**src/rtl/countdown_timer_pkg.sv**
```systemverilog
// Shared types for the loadable countdown timer.
package countdown_timer_pkg;

  typedef enum logic {
    IDLE = 1'b0,
    RUN  = 1'b1
  } timer_state_e;

endpackage

```
**src/rtl/countdown_timer.sv**
```systemverilog
// Loadable down-counter with one-shot or periodic (auto-reload) operation and a
// registered one-cycle expired pulse on the terminal tick.
module countdown_timer
  import countdown_timer_pkg::*;
#(
  parameter int WIDTH = 8
) (
  input  logic             clk,
  input  logic             reset,
  input  logic             load,
  input  logic [WIDTH-1:0] load_value,
  input  logic             enable,
  input  logic             auto_reload,
  input  logic             stop,
  output logic [WIDTH-1:0] count,
  output logic             busy,
  output logic             expired
);

  localparam logic [WIDTH-1:0] ONE  = WIDTH'(1);
  localparam logic [WIDTH-1:0] ZERO = '0;

  timer_state_e     state_reg, state_next;
  logic [WIDTH-1:0] count_reg, count_next;
  logic [WIDTH-1:0] reload_reg, reload_next;
  logic             expired_reg, expired_next;

  always_comb begin
    state_next   = state_reg;
    count_next   = count_reg;
    reload_next  = reload_reg;
    expired_next = 1'b0;

    if (load) begin
      count_next  = load_value;
      reload_next = load_value;
      state_next  = (load_value != ZERO) ? RUN : IDLE;
    end else if (state_reg == RUN) begin
      if (stop) begin
        state_next = IDLE;
      end else if (enable) begin
        // Terminal tick at 1 so the count never wraps below zero.
        if (count_reg <= ONE) begin
          expired_next = 1'b1;
          if (auto_reload) begin
            count_next = reload_reg;
          end else begin
            count_next = ZERO;
            state_next = IDLE;
          end
        end else begin
          count_next = count_reg - ONE;
        end
      end
    end
  end

  always_ff @(posedge clk) begin
    if (reset) begin
      state_reg   <= IDLE;
      count_reg   <= ZERO;
      reload_reg  <= ZERO;
      expired_reg <= 1'b0;
    end else begin
      state_reg   <= state_next;
      count_reg   <= count_next;
      reload_reg  <= reload_next;
      expired_reg <= expired_next;
    end
  end

  assign count   = count_reg;
  assign busy    = (state_reg == RUN);
  assign expired = expired_reg;

endmodule
```
**config.mk**
```make
export PLATFORM = sky130hd
export DESIGN_NAME = countdown_timer
export DESIGN_NICKNAME = d
export VERILOG_FILES = /design/src/rtl/countdown_timer_pkg.sv /design/src/rtl/countdown_timer.sv
export SDC_FILE = /design/constraint.sdc
export NUM_CORES = 1
export LEC_CHECK = 0
export CORE_ASPECT_RATIO = 1.25
export CORE_MARGIN = 2
export CORE_UTILIZATION = 45
export DETAILED_ROUTE_END_ITERATION = 16
export GPL_TIMING_DRIVEN = 0
export PLACE_DENSITY = 0.82
export SYNTH_ARGS = -nofsm -noshare
export SYNTH_HDL_FRONTEND = slang
export SYNTH_SLANG_ARGS = --single-unit
```
**constraint.sdc**
```tcl
create_clock -name clk -period 2 [get_ports clk]
set_input_delay 0.4 -clock clk [delete_from_list [all_inputs] [get_ports clk]]
set_output_delay 0.4 -clock clk [all_outputs]
set_load 0.005 [all_outputs]
```
[After elaboration in Yosys (flattened, before gate mapping)]
Index checks and enable logic that the tools add are counted.
Operators by class
  equality and inequality tests: 1
  add/sub/neg operators: 1
  reduce and logical (&&, ||, !) cells: 5
  order comparisons: 1
  mux-type cells: 14
  bitwise gates (word level): 2
Operators with widths (count)
  8-bit 2-to-1 mux: 6
  8-bit by 1-bit <= comparator with 1-bit output (second input constant): 1
  1-bit 2-to-1 mux: 8
  8-bit nonzero test: 1
  8-bit by 1-bit subtractor with 8-bit output (second input constant): 1
  5-bit OR reduction: 1
  2-bit nonzero test: 2
  3-bit AND reduction: 1
  2-bit != test (second input constant): 1
  1-bit inverter: 2
Word-level totals
  register bits: 18
  output and inout port bits: 10

[Longest topological paths before layout]
Gate-level depths: netlist of the first run.
  depth in word-level cells: 6
  depth in mapped cells: 8
  depth with buffers taken out: 6

[Worst setup path before layout of the first run]
No wires, ideal clock.
  path kind: register -> register
  start point: register count_reg[0] (netlist: count[0])
  end point: register state_reg (netlist: busy)
  library setup time: 58 ps
  arrival: 1673 ps
  clock period less this slack: 1731 ps
  path buffers: 2
  stages on the path, launching flop included: 9
  required time: 1942 ps
  setup slack: 269 ps
  cells stage by stage: dfxtp_1 > inv_1 > ha_1 > or2_0 > buf_2 > and3_1 > buf_6 > a311oi_2 > o21a_1
Between the ends
  longest elaborated chain between the ends: 6
Ends and longest elaborated chain
  from (decl): RTL line countdown_timer.sv:24  | logic [WIDTH-1:0] count_reg, count_next;
  from (signal assigned): RTL line countdown_timer.sv:66  | count_reg <= count_next;
  8-bit by 1-bit <= comparator with 1-bit output: RTL line countdown_timer.sv:43  | if (count_reg <= ONE) begin
  1-bit 2-to-1 mux: RTL line countdown_timer.sv:43
  1-bit 2-to-1 mux: RTL line countdown_timer.sv:41  | end else if (enable) begin
  1-bit 2-to-1 mux: RTL line countdown_timer.sv:39  | if (stop) begin
  1-bit 2-to-1 mux: RTL line countdown_timer.sv:38  | end else if (state_reg == RUN) begin
  1-bit 2-to-1 mux: RTL line countdown_timer.sv:34  | if (load) begin
  to (signal assigned): RTL line countdown_timer.sv:65  | state_reg <= state_next;
  to (decl): RTL line countdown_timer.sv:23  | timer_state_e state_reg, state_next;
Every way passes these cells.
A chain may end at the register's enable or synchronous reset.

[Worst setup path after layout of the first run]
  start point: register count_reg[1] (netlist: count[1])
  end point: register state_reg (netlist: busy)
Same word-level chain as after synthesis.

==> impl_metrics.toml, run 1 <==
[sta]
hold_viol_final = 0
relSlewSlack_pct = 70.2
setup_viol = 0
fmax_ghz = 0.534
layout_min_cycle_time_ps = 1870
drv_slew = 0
rsz0062_at_grt = "false"
setup_tns_ps = 0
finClkSkew_ps = 6.38
min_period_over_period_pct = 93.6
worst-slew-pin-transition_ps = 446

[synth]
ys_seq_elements = 18
netlist_instances = 115
synth_flop_cell = "dfxtp_1"
yosys_warnings = 0
synth_edf_count = 0
netlist_area_um2 = 986
ys_types = 35
synth_fp_nets = 131
yosysSeqAreaShare_pct = 36.5
post_synth.cell_area_avg_um2 = 8.57
async_flop_share_pct = 0

[floorplan]
dieArea_um2 = 2580
die_w_um = 45.9
start_util_pct = 48.6
die_y_um = 56.3
placement_rows = 18
core_region_area_um2 = 2030
ios = 24

[hold_path]
worstHoldEndpoint = "count[4]"
hp-start = "reset"
min_path_cells = 2
hold_class = "primary input to flop"

[route]
postRouteAntennaNets = 0
vias_per_cell = 5.87
wirelength_mm = 2.41
drtIter0Drc = 29
routed_wire_length_per_instance_um = 15.1
num_vias = 934
drt_pass1_iterations = 4
drt_drc_violations_left = 0

[power]
powerDensity_nw_per_um2 = 647
vdd_drop_max_mv = 0.439
swShare_pct = 29.9
p_switching_uw = 241
p_leak_nw = 0.492
seqPwrFrac_pct = 50.8
intPower_uw = 564
p_comb_share_pct = 26.8
clock_power_share_pct = 22.4
p_total_uw = 805

[placed_design]
place_hpwl_mm = 1.86
place_congestion = 0.817
port_buffers = 21

[setup_path]
crit_arrival_ps = 2120
worstPathRequired_ps = 2250
r2r-start = "count[1]"
path_delay_family = "flip-flops"
critical_path_buf_inv_count = 3
r2r-end = "busy"
critPathMaxFanout = 8
r2r_cells = 8
critPathMaxStageDelay_ps = 400
crit_chain = "inv_1 > ha_1 > or2_0 > buf_2 > and3_1 > buf_6 > a311oi_2 > o21a_1"
start_kind = "flop"
critPathCaptureType = "flop"
path_class = "flop to flop"
r2r_slack_ps = 130
crit_slowest_cell = "dfxtp_1"

[cts]
htree_levels = 1
clkLatencyLatePin_ps = 300
path_clk_slew_ps = 100
cts_made_buffers = 3
cts_tree = "built"
clock_path_buffers = 2
clock-sinks = 18
cts_hold_buf = 0
root_buffer = "clkbuf_4"
post_cts_buffers = 0

[global_routing]
grt_pass1_wl_mm = 4.10
antenna_found_initial = 0
gr-total-overflow = 0
grt_pass1_vias = 915
grt_max_degree = 11
grt_use_total_pct = 20.9

[run]
maxCapViolCount = 0

[final_layout]
layout_common_cells = "clkdlybuf4s50_1, dfxtp_1, nor2_1"
syn_to_final_growth_pct = 26.3
utilization_pct = 61.4
antenna_cells = 0
layout.cells.most_common = "clkdlybuf4s50_1"
fin_nets = 157
drive_gt1_share_pct = 7.19

[status]
status = "complete, no violations"
-- cell families (layout without fill, tap and decap cells) --
logic type	Yosys count	after routing	synth area share, %
AO/OA/AOI/OAI	29	29	19.7
XOR/XNOR	3	3	2.67
adder cells (fa/ha/maj)	2	2	2.54
buffers and inverters	14	38	6.35
flip-flops	18	18	36.5
multiplexers	11	11	11.3
AND/OR/NAND/NOR	38	38	20.9
-- Yosys cell counts (2+ instances only) --
master / n / share of area [%]
and3_1: 2 / 1.3
mux2i_1: 10 / 10
xnor2_1: 2 / 1.8
buf_2: 2 / 1.0
a31oi_1: 8 / 5.1
nor2b_1: 2 / 1.3
clkbuf_1: 5 / 1.9
inv_1: 6 / 2.3
a21oi_1: 5 / 2.5
dfxtp_1: 18 / 37
nor3_1: 2 / 1.0
a22oi_1: 5 / 3.8
nor2_1: 16 / 6.1
o21ai_0: 3 / 1.5
ha_1: 2 / 2.5
nand3_1: 4 / 2.0
o32ai_1: 2 / 1.8
o22ai_1: 3 / 1.9
nand4_1: 2 / 1.3
-- layout make-up --
cell class | count | area, um^2
buffer | 8 | 40.0
timing repair buffer | 21 | 210
tap | 20 | 25.0
inverter | 6 | 22.5
clock buffer | 3 | 22.5
multi-input combinational | 83 | 563
sequential | 18 | 362
fill | 179 | 782
-- how the worst max path moves through the flow --
stage	startpoint	end	slack (ps)	cells after the start
finish	count[1]	busy	130	8
global placement	load	reload_reg[4]	20	5
floorplan	count[0]	busy	270	8
detailed placement	load	reload_reg[1]	-30	5
global route	count[1]	busy	4	8
CTS	count[0]	busy	70	8
-- metal layers --
| layer | track usage [%] | wire length (um) | vias up | share of wire [%] |
|---|---|---|---|---|
| met4 | 8.16 | 41 | 0 | 1.7 |
| li1 | - | - | 469 | - |
| met5 | 0 | 0 | - | 0 |
| met2 | 32.7 | 1230 | 20 | 51 |
| met3 | 1.93 | 67 | 4 | 2.8 |
| met1 | 28.7 | 1070 | 441 | 45 |
-- power groups by stage --
stage / logic [mW] / registers (mW) / clock network, mW
floorplan: 0.135 / 0.411 / 0
global placement: 0.208 / 0.415 / 0
detailed placement: 0.213 / 0.416 / 0
CTS: 0.216 / 0.408 / 0.180
global route: 0.236 / 0.413 / 0.203
finish: 0.216 / 0.409 / 0.180
-- repair_timing --
item / CTS / global route
gates resized for setup: 0 / 1
endpoints found under the setup margin: 0 / 2
endpoints found under the hold margin: 0 / 0
-- through the flow --
stage	hold slack (ps)	worst slack [ps]	cells	instance area, um^2
2_1_floorplan	445	269	115	986
3_3_place_gp	480	16.3	156	1220
5_1_grt	473	3.84	159	1240
6_report	460	128	159	1240
3_5_place_dp	487	-27.9	156	1220
4_1_cts	457	74.6	159	1240
-- worst reg2reg max path: cells and delay by family, from the launching register on --
family	cells	cell delay (ps)
AND/OR/NAND/NOR	2	390
AO/OA/AOI/OAI	2	400
buffers and inverters	3	390
adder cells (fa/ha/maj)	1	250
flip-flops	1	400
Note: power is estimated with default switching activity, not from simulation.
==> inputs of run 2 (changes only) <==
Settings changed: CORE_UTILIZATION 45 to 43, CTS_CLUSTER_SIZE from default to 10, SKIP_LAST_GASP from default to 1.
Clock period 2 ns to 1.6 ns, I/O delays scaled along.
==> impl_metrics.toml, run 2 (synthesized netlist as in run 1, its figures left out) <==
[setup_path]
start_kind = "flop"
crit_slowest_cell = "dfxtp_2"
critPathMaxStageDelay_ps = 360
crit_chain = "inv_2 > ha_4 > or2_4 > and3_4 > buf_6 > a311oi_2 > o21a_1"
critPathCaptureType = "flop"
critPathMaxFanout = 6
path_class = "flop to flop"
crit_arrival_ps = 1850
worstPathRequired_ps = 1850

[route]
drtIter0Drc = 40
wirelength_mm = 2.61
postRouteAntennaNets = 0
drt_drc_violations_left = 0
routed_wire_length_per_instance_um = 15.0
vias_per_cell = 5.82
num_vias = 1013
drt_pass1_iterations = 4

[sta]
worst-slew-pin-transition_ps = 502
relSlewSlack_pct = 66.6
rsz0062_at_grt = "true"
fmax_ghz = 0.627
drv_slew = 0
layout_min_cycle_time_ps = 1600
hold_viol_final = 0
min_period_over_period_pct = 99.7
setup_viol = 0
finClkSkew_ps = 5.76

[power]
powerDensity_nw_per_um2 = 810
vdd_drop_max_mv = 0.437
p_total_mw = 1.12
p_leak_nw = 0.566

[global_routing]
grt_use_met3_pct = 2.85
grt_pass1_wl_mm = 4.15
antenna_found_initial = 0
met1_usage_pct = 27.1
gr-total-overflow = 0
use_met2_pct = 33.5
grt_use_total_pct = 21.0
grt_pass1_vias = 908
grt_max_degree = 11
grt-busiest-layer = "met2"

[cts]
clkLatencyLatePin_ps = 300
root_buffer = "clkbuf_4"
htree_levels = 1
path_clk_slew_ps = 110
clock-sinks = 18
clock_path_buffers = 2
cts_hold_buf = 0
cts_made_buffers = 3
cts_tree = "built"

[final_layout]
layout_common_cells = "clkdlybuf4s50_1, nor2_1, mux2i_1, dfxtp_1, a31oi_1"
antenna_cells = 0
fin_nets = 160
nFillCells = 197
syn_to_final_growth_pct = 39.6
final_area_um2 = 1380
layout.cells.non_filler = 174
drive_gt1_share_pct = 22.4
layout.cells.most_common = "clkdlybuf4s50_1"

[floorplan]
dieArea_um2 = 2690
core_region_area_um2 = 2190
start_util_pct = 45.1
die_y_um = 57.5
placement_rows = 19
die_w_um = 46.8
ios = 24

[status]
status = "complete, no violations"

[placed_design]
place_inst = 167
port_buffers = 21
post_dp_cell_area_um2 = 1250
place_congestion = 0.812
place_hpwl_mm = 1.89

[hold_path]
hold_class = "primary input to flop"

[run]
maxCapViolCount = 0
## run 2: power by group
part           total [mW]  internal, mW  switching [mW]  leakage, nW
combinational       0.320         0.169           0.151        0.393
clock               0.284         0.139           0.145       0.0210
sequential          0.511         0.477          0.0338        0.152
## run 2: final timing paths
path	start	endpoint	slack (ps)	depth (start not counted)
setup / recovery	count[1]	busy	4	7
hold / removal	reset	count[4]	410	2
setup reg to reg	count[1]	busy	4	7
hold reg to reg	reload_reg[6]	count[6]	490	2
## run 2: final cells by class
| cell class | count | area (um^2) | share of cell area, % |
|---|---|---|---|
| multi-input combinational | 83 | 616 | 44.7 |
| clock buffer | 4 | 36.3 | 2.64 |
| inverter | 6 | 25.0 | 1.82 |
| timing repair buffer | 26 | 253 | 18.4 |
| sequential | 18 | 375 | 27.3 |
| tap | 31 | 38.8 | 2.82 |
| buffer | 6 | 32.5 | 2.36 |
## run 2: per-layer routing
layer / wire length, um / vias to the layer above / share of wire [%]
met5: 0 / - / 0
met4: 82 / 0 / 3.1
met3: 106 / 15 / 4.1
met2: 1360 / 50 / 52
met1: 1070 / 474 / 41
li1: - / 474 / -
## run 2: worst max-delay path, delay by kind of cell, from the launching register on
kind                       cells  cell delay, ps
DFF                            1             360
and+or+nand+nor                2             420
AOI/OAI and AO/OA              2             410
adders and majority gates      1             170
buffers and inverters          2             190
## run 2: timing repair
action / in CTS / in global routing
setup endpoints to repair: 13 / 11
setup buffers: 4 / 1
resized for setup: 11 / 8
pin swaps: 2 / 4
## run 2: metrics by stage
| step | TNS [ps] | worst slack [ps] | util, % | hold slack (ps) |
|---|---|---|---|---|
| after CTS | -52.8 | -42.0 | 62.1 | 400 |
| final | 0 | 4.42 | 62.9 | 407 |
| after global routing | -143 | -72.5 | 62.9 | 433 |
| after detailed placement | -3850 | -345 | 57.3 | 476 |
| after global placement | -3410 | -300 | 57.3 | 478 |
| after floorplan | 0 | 2.04 | - | 445 |
==> inputs of run 3 (changes only) <==
Settings changed: CTS_CLUSTER_DIAMETER from default to 200.
==> results of run 3 <==
No change in the layout: final DEF, timing and power equal those of run 2.
==> RTL edit 1 (settings of run 2) <==
Remove the register `expired_reg`: a continuous assignment takes its place, so the output `expired` follows one clock earlier.
--- a/src/rtl/countdown_timer.sv
+++ b/src/rtl/countdown_timer.sv
@@ -62,3 +62,2 @@
       reload_reg  <= ZERO;
-      expired_reg <= 1'b0;
     end else begin
@@ -67,5 +66,6 @@
       reload_reg  <= reload_next;
-      expired_reg <= expired_next;
     end
   end
+
+  assign expired_reg = expired_next;
 
Check against the original RTL: not equivalent (Yosys sat finds a counterexample within 4 cycles, from zero or initial values and one cycle with reset high).
==> RTL edit 1 against run 2 <==
Sequential cell count decreased by 1. Register-to-register slack got worse by 0.29 ns. Global-route usage increased by 2.4 points. Synthesized cell count increased by 15%. Routed wire length increased by 48%. Total power increased by 20%. First-iteration DRC count increased by 110%. The run now ends with negative setup slack left. Combinational power increased by 89%. Sequential share of layout area decreased by 6.5 points. Synthesized area increased by 13%. Largest cell class unchanged. Setup slack got worse by 0.41 ns. Final area increased by 27%.
==> RTL edit 1: results (changes against run 2) <==
skew_ns: 0.01171  # was 0.005764 ns
setup_violations: 10  # was 0
met1_usage_pct: 30.65  # was 27.10%
ys_seq_area_share_pct: 30.60  # was 36.55%
r2r_cells: 6  # was 7
violations: "negative setup slack"
status: "finished with violations"  # was finished, final reports clean
syn_nets: 148  # was 131
arrival_ns: 1.69  # was 1.85 ns
worst_pin_slew_ns: 0.5888  # was 0.5017 ns
worstSetupStartpoint: "count[3]$_SDFFE_PP0P_"  # was count[1]$_SDFFE_PP0P_
critPathMaxStageDelay_ns: 0.55  # was 0.36 ns
fillCellCount: 193  # was 197
drive_gt1_share_pct: 38.15  # was 22.38%
p_leak_nw: 0.6870  # was 0.5658 nW
grtUsageMet2_pct: 40.35  # was 33.46%
wl_met1_mm: 1.550  # was 1.067 mm
wl_met2_mm: 1.975  # was 1.357 mm
setup_tns_ns: -1.617  # was 0 ns
num_vias: 1295  # was 1,013
preCtsSetupSlack_ns: -0.7159  # was -0.3446 ns
drt_iter0_markers: 83  # was 40
pg_seq_uw: 486  # was 511 uW
ir_drop_uv: 556.4  # was 437.3 uV
synth_top_cell_area_share_pct: 30.60  # was 36.55%
via_per_inst: 6.286  # was 5.822
synth_common_cells: "dfxtp_1, a21oi_1, nor2_1"  # was dfxtp_1, nor2_1, mux2i_1
setup_ws_ns: -0.4105  # was 0.004417 ns
[RTL edit 1: what timing repair did]
action	CTS	global route
setup endpoints to repair	19	19
pin swaps	10	14
buffers inserted	12	7
endpoints found under the hold margin	0	0
gates resized for setup	18	29
cloned	0	0
[RTL edit 1: worst register-to-register path, delay by kind of cell, from the launching register on]
| family | cells | cell delay [ns] |
|---|---|---|
| AOI/OAI and AO/OA | 2 | 0.42 |
| buffers and inverters | 2 | 0.25 |
| DFF | 1 | 0.36 |
| and+or+nand+nor | 2 | 0.75 |
[RTL edit 1: layout make-up]
class                           instances  area share (%)
Buffer                                  5           2.009
Clock buffer                            3           1.291
Clock inverter                          1          0.2869
Inverter                                7           1.793
Multi-Input combinational cell         99           49.14
Sequential cell                        17           20.80
Tap cell                               33           2.367
Timing Repair Buffer                   41           22.31
[RTL edit 1: worst paths after layout]
check	to	slack [ns]
worst max-delay path	expired	-0.41
worst min-delay path	count[2]$_SDFFE_PP0P_	0.29
worst max register to register	count[6]$_SDFFE_PP0P_	-0.29
worst min register to register	reload_reg[4]$_SDFFE_PP0P_	0.50
[RTL edit 1: cell families after synthesis]
kind of cell	count (synthesis)	synth area share [%]
buffers and inverters	16	8.887
DFF	17	30.60
adders and majority gates	2	2.249
xor gates and xnor gates	1	0.7875
muxes	5	4.500
AOI/OAI and AO/OA	37	23.85
and+or+nand+nor	54	29.14
[RTL edit 1: stage by stage]
step | power, mW | util [%] | hold slack, ns
3_5_place_dp | 0.9025 | 58.11 | 0.4722
4_1_cts | 1.199 | 62.86 | 0.2716
5_1_grt | 1.396 | 71.12 | 0.2901
2_1_floorplan | 0.7659 | - | 0.4508
6_report | 1.341 | 71.12 | 0.2894
3_3_place_gp | 0.8910 | 58.11 | 0.4640
==> RTL edit 2 (config.mk and constraints of run 2) <==
Made on the original files. `WIDTH`: 8 -> 12.
--- a/src/rtl/countdown_timer.sv
+++ b/src/rtl/countdown_timer.sv
@@ -5,3 +5,3 @@
 #(
-  parameter int WIDTH = 8
+  parameter int WIDTH = 12
 ) (
Ports: changed (resized count and load_value); port bits go from 24 to 32. The function was not compared with the original's and may differ.
==> RTL edit 2 against run 2 <==
The flow now finishes with violations (negative setup slack). Synthesized area rose by 46%. Final area rose by 57%. Global-route usage rose by 3.7 points. Sequential cell count rose by 8. Critical endpoint is now count[9]$_SDFFE_PP0P_. Final cell count rose by 49%. Non-clock buffer count rose by 24. Setup slack got worse by 0.47 ns. Total power rose by 70%. First-iteration DRC count rose by 110%. Routed wire length rose by 79%. Count of clock-buffer cells in the layout fell by 1. Sequential share of layout area fell by 2.1 points. Die area rose by 42%. Via count rose by 58%.
==> RTL edit 2: results (changes against run 2) <==
postPlaceCellArea_mm2: 0.001823  # was 0.001252 mm2
grt_pass1_vias: 1513  # was 908
synth_compound_area_share_pct: 18.55  # was 19.67%
cts.path.max_buffers: 2  # unchanged
grt_max_degree: 16  # was 11
layout.cells.non_filler: 259  # was 174
synth_ff_type: "dfxtp_1"  # unchanged
drt_iter0_markers: 85  # was 40
portBuffers: 31  # was 21
synthArstFlopShare_pct: 0  # unchanged
n_antenna_cell: 0  # unchanged
num_vias: 1602  # was 1,013
setup_violations: 14  # was 0
wire_per_inst_um: 18.03  # was 15.02 um
status: "finished with violations"  # was finished, final reports clean
htreeDepth: 1  # unchanged
fin_nets: 243  # was 160
ys_seq_area_share_pct: 36.24  # was 36.55%
setup_ws_ns: -0.4698  # was 0.004417 ns
min-delay-start: "reload_reg[9]$_SDFFE_PP0P_"  # was reset
track_usage_pct: 24.64  # was 20.95%
drive_gt1_share_pct: 27.03  # was 22.38%
antenna_found_initial: 0  # unchanged
synth-xor-area-share_pct: 1.220  # was 2.665%
switching_power_uw: 550.3  # was 329.6 uW
arrival_ns: 2.23  # was 1.85 ns
hpwlAfterDp_mm: 2.944  # was 1.893 mm
ys_types: 40  # was 35
p_leak_nw: 0.8624  # was 0.5658 nW
synth_area_leaders: "dfxtp_1, mux2i_1, nor2_1"  # unchanged
first_pass_iters: 4  # unchanged
cp_max_fo: 4  # was 6
hold_class: "flop to flop"  # was input port to flop
synthAdderAreaFrac_pct: 1.742  # was 2.538%
avgSynthCellArea_um2: 8.351  # was 8.573 um2
synth_edf_count: 0  # unchanged
cts_made_buffers: 3  # unchanged
insertion_delay_ns: 0.28  # was 0.30 ns
clkTransAtPathRegs_ns: 0.09  # was 0.11 ns
cts_root_buffer: "clkbuf_8"  # was clkbuf_4
synth_common_cells: "dfxtp_1, nor2_1, mux2i_1"  # unchanged
skew_ns: 0.009549  # was 0.005764 ns
syn_nets: 192  # was 131
r2r_start: "count[1]$_SDFFE_PP0P_"  # unchanged
slew-limit-headroom_pct: 59.94  # was 66.55%
grt_pass1_wl_mm: 7.251  # was 4.146 mm
setup_tns_ns: -4.446  # was 0 ns
yosys_warnings: 0  # unchanged
ir_drop_uv: 745.4  # was 437.3 uV
synthMuxAreaShare_pct: 9.059  # was 11.29%
violations: "negative setup slack"
gp_congestion: 0.9064  # was 0.8121
path_class: "flop to flop"  # unchanged
combinationalPowerShare_pct: 32.1  # was 28.7%
-- RTL edit 2: cell count changes in the layout (fill, tap and decap cells not counted), sizes merged, moves of 3 or more --
cell | before | now
mux2i | 10 | 13
nor2 | 16 | 23
nand2b | 1 | 4
buf | 7 | 20
nor3 | 4 | 8
dfxtp | 18 | 26
or4 | 0 | 6
clkdlybuf4s50 | 19 | 28
a222oi | 0 | 4
nand2 | 1 | 11
a31oi | 8 | 3
a21oi | 5 | 11
nor4 | 1 | 4
-- RTL edit 2: kinds of logic (layout without fill, tap and decap cells) --
logic type | Yosys count | after routing
muxes | 13 | 13
and+or+nand+nor | 76 | 76
DFF | 26 | 26
AOI/OAI and AO/OA | 37 | 37
buffers and inverters | 16 | 66
xor gates and xnor gates | 2 | 2
adders and majority gates | 2 | 2
-- RTL edit 2: final timing paths --
kind	endpoint	slack, ns	cells past startpoint
hold reg to reg	reload_reg[9]$_SDFFE_PP0P_	0.48	2
setup reg to reg	count[9]$_SDFFE_PP0P_	-0.47	5
setup / recovery	count[9]$_SDFFE_PP0P_	-0.47	5
hold / removal	reload_reg[9]$_SDFFE_PP0P_	0.48	2
-- RTL edit 2: what timing repair did --
| action | in CTS | in global routing |
|---|---|---|
| buffers inserted | 10 | 6 |
| pin swaps | 11 | 8 |
| setup endpoints to repair | 28 | 29 |
| resized for setup | 21 | 26 |
| hold endpoints to repair | 0 | 0 |
-- RTL edit 2: worst max-delay path: stages (launching register included) --
cell	delay, ns
dfxtp_4	0.37
or4_4	0.56
or4_4	0.43
or4_4	0.44
nand3_2	0.09
a31oi_1	0.07
-- RTL edit 2: final cells by class --
type,count,area (um2)
Inverter,6,22.52
Timing Repair Buffer,47,449.2
Tap cell,37,46.29
Fill cell,226,1040
Sequential cell,26,541.8
Buffer,9,52.55
Clock buffer,3,41.29
Multi-Input combinational cell,130,970.9
Clock inverter,1,30.03
-- RTL edit 2: routing by layer --
layer  track usage [%]  routed length, um  up-vias
met1             29.86               1903      753
li1                  -                  -      750
met3             3.172                294       19
met4             11.89                151        0
met2             43.75               2320       80
met5                 0                  0        -
-- RTL edit 2: power groups by stage --
stage          Clock (mW)  Combinational, mW  Sequential (mW)
3_3_place_gp            0              0.447            0.746
4_1_cts             0.557              0.539            0.727
5_1_grt             0.604              0.648            0.737
2_1_floorplan           0              0.289            0.739
6_report            0.559              0.610            0.730
3_5_place_dp            0              0.451            0.748
-- RTL edit 2: through the flow --
stage	hold slack, ns	power [mW]	setup WS, ns
3_3_place_gp	0.4530	1.193	-0.7195
6_report	0.4816	1.899	-0.4698
4_1_cts	0.4789	1.824	-0.5207
5_1_grt	0.5140	1.989	-0.5065
3_5_place_dp	0.4640	1.198	-0.7348
2_1_floorplan	0.4409	1.028	-0.4034
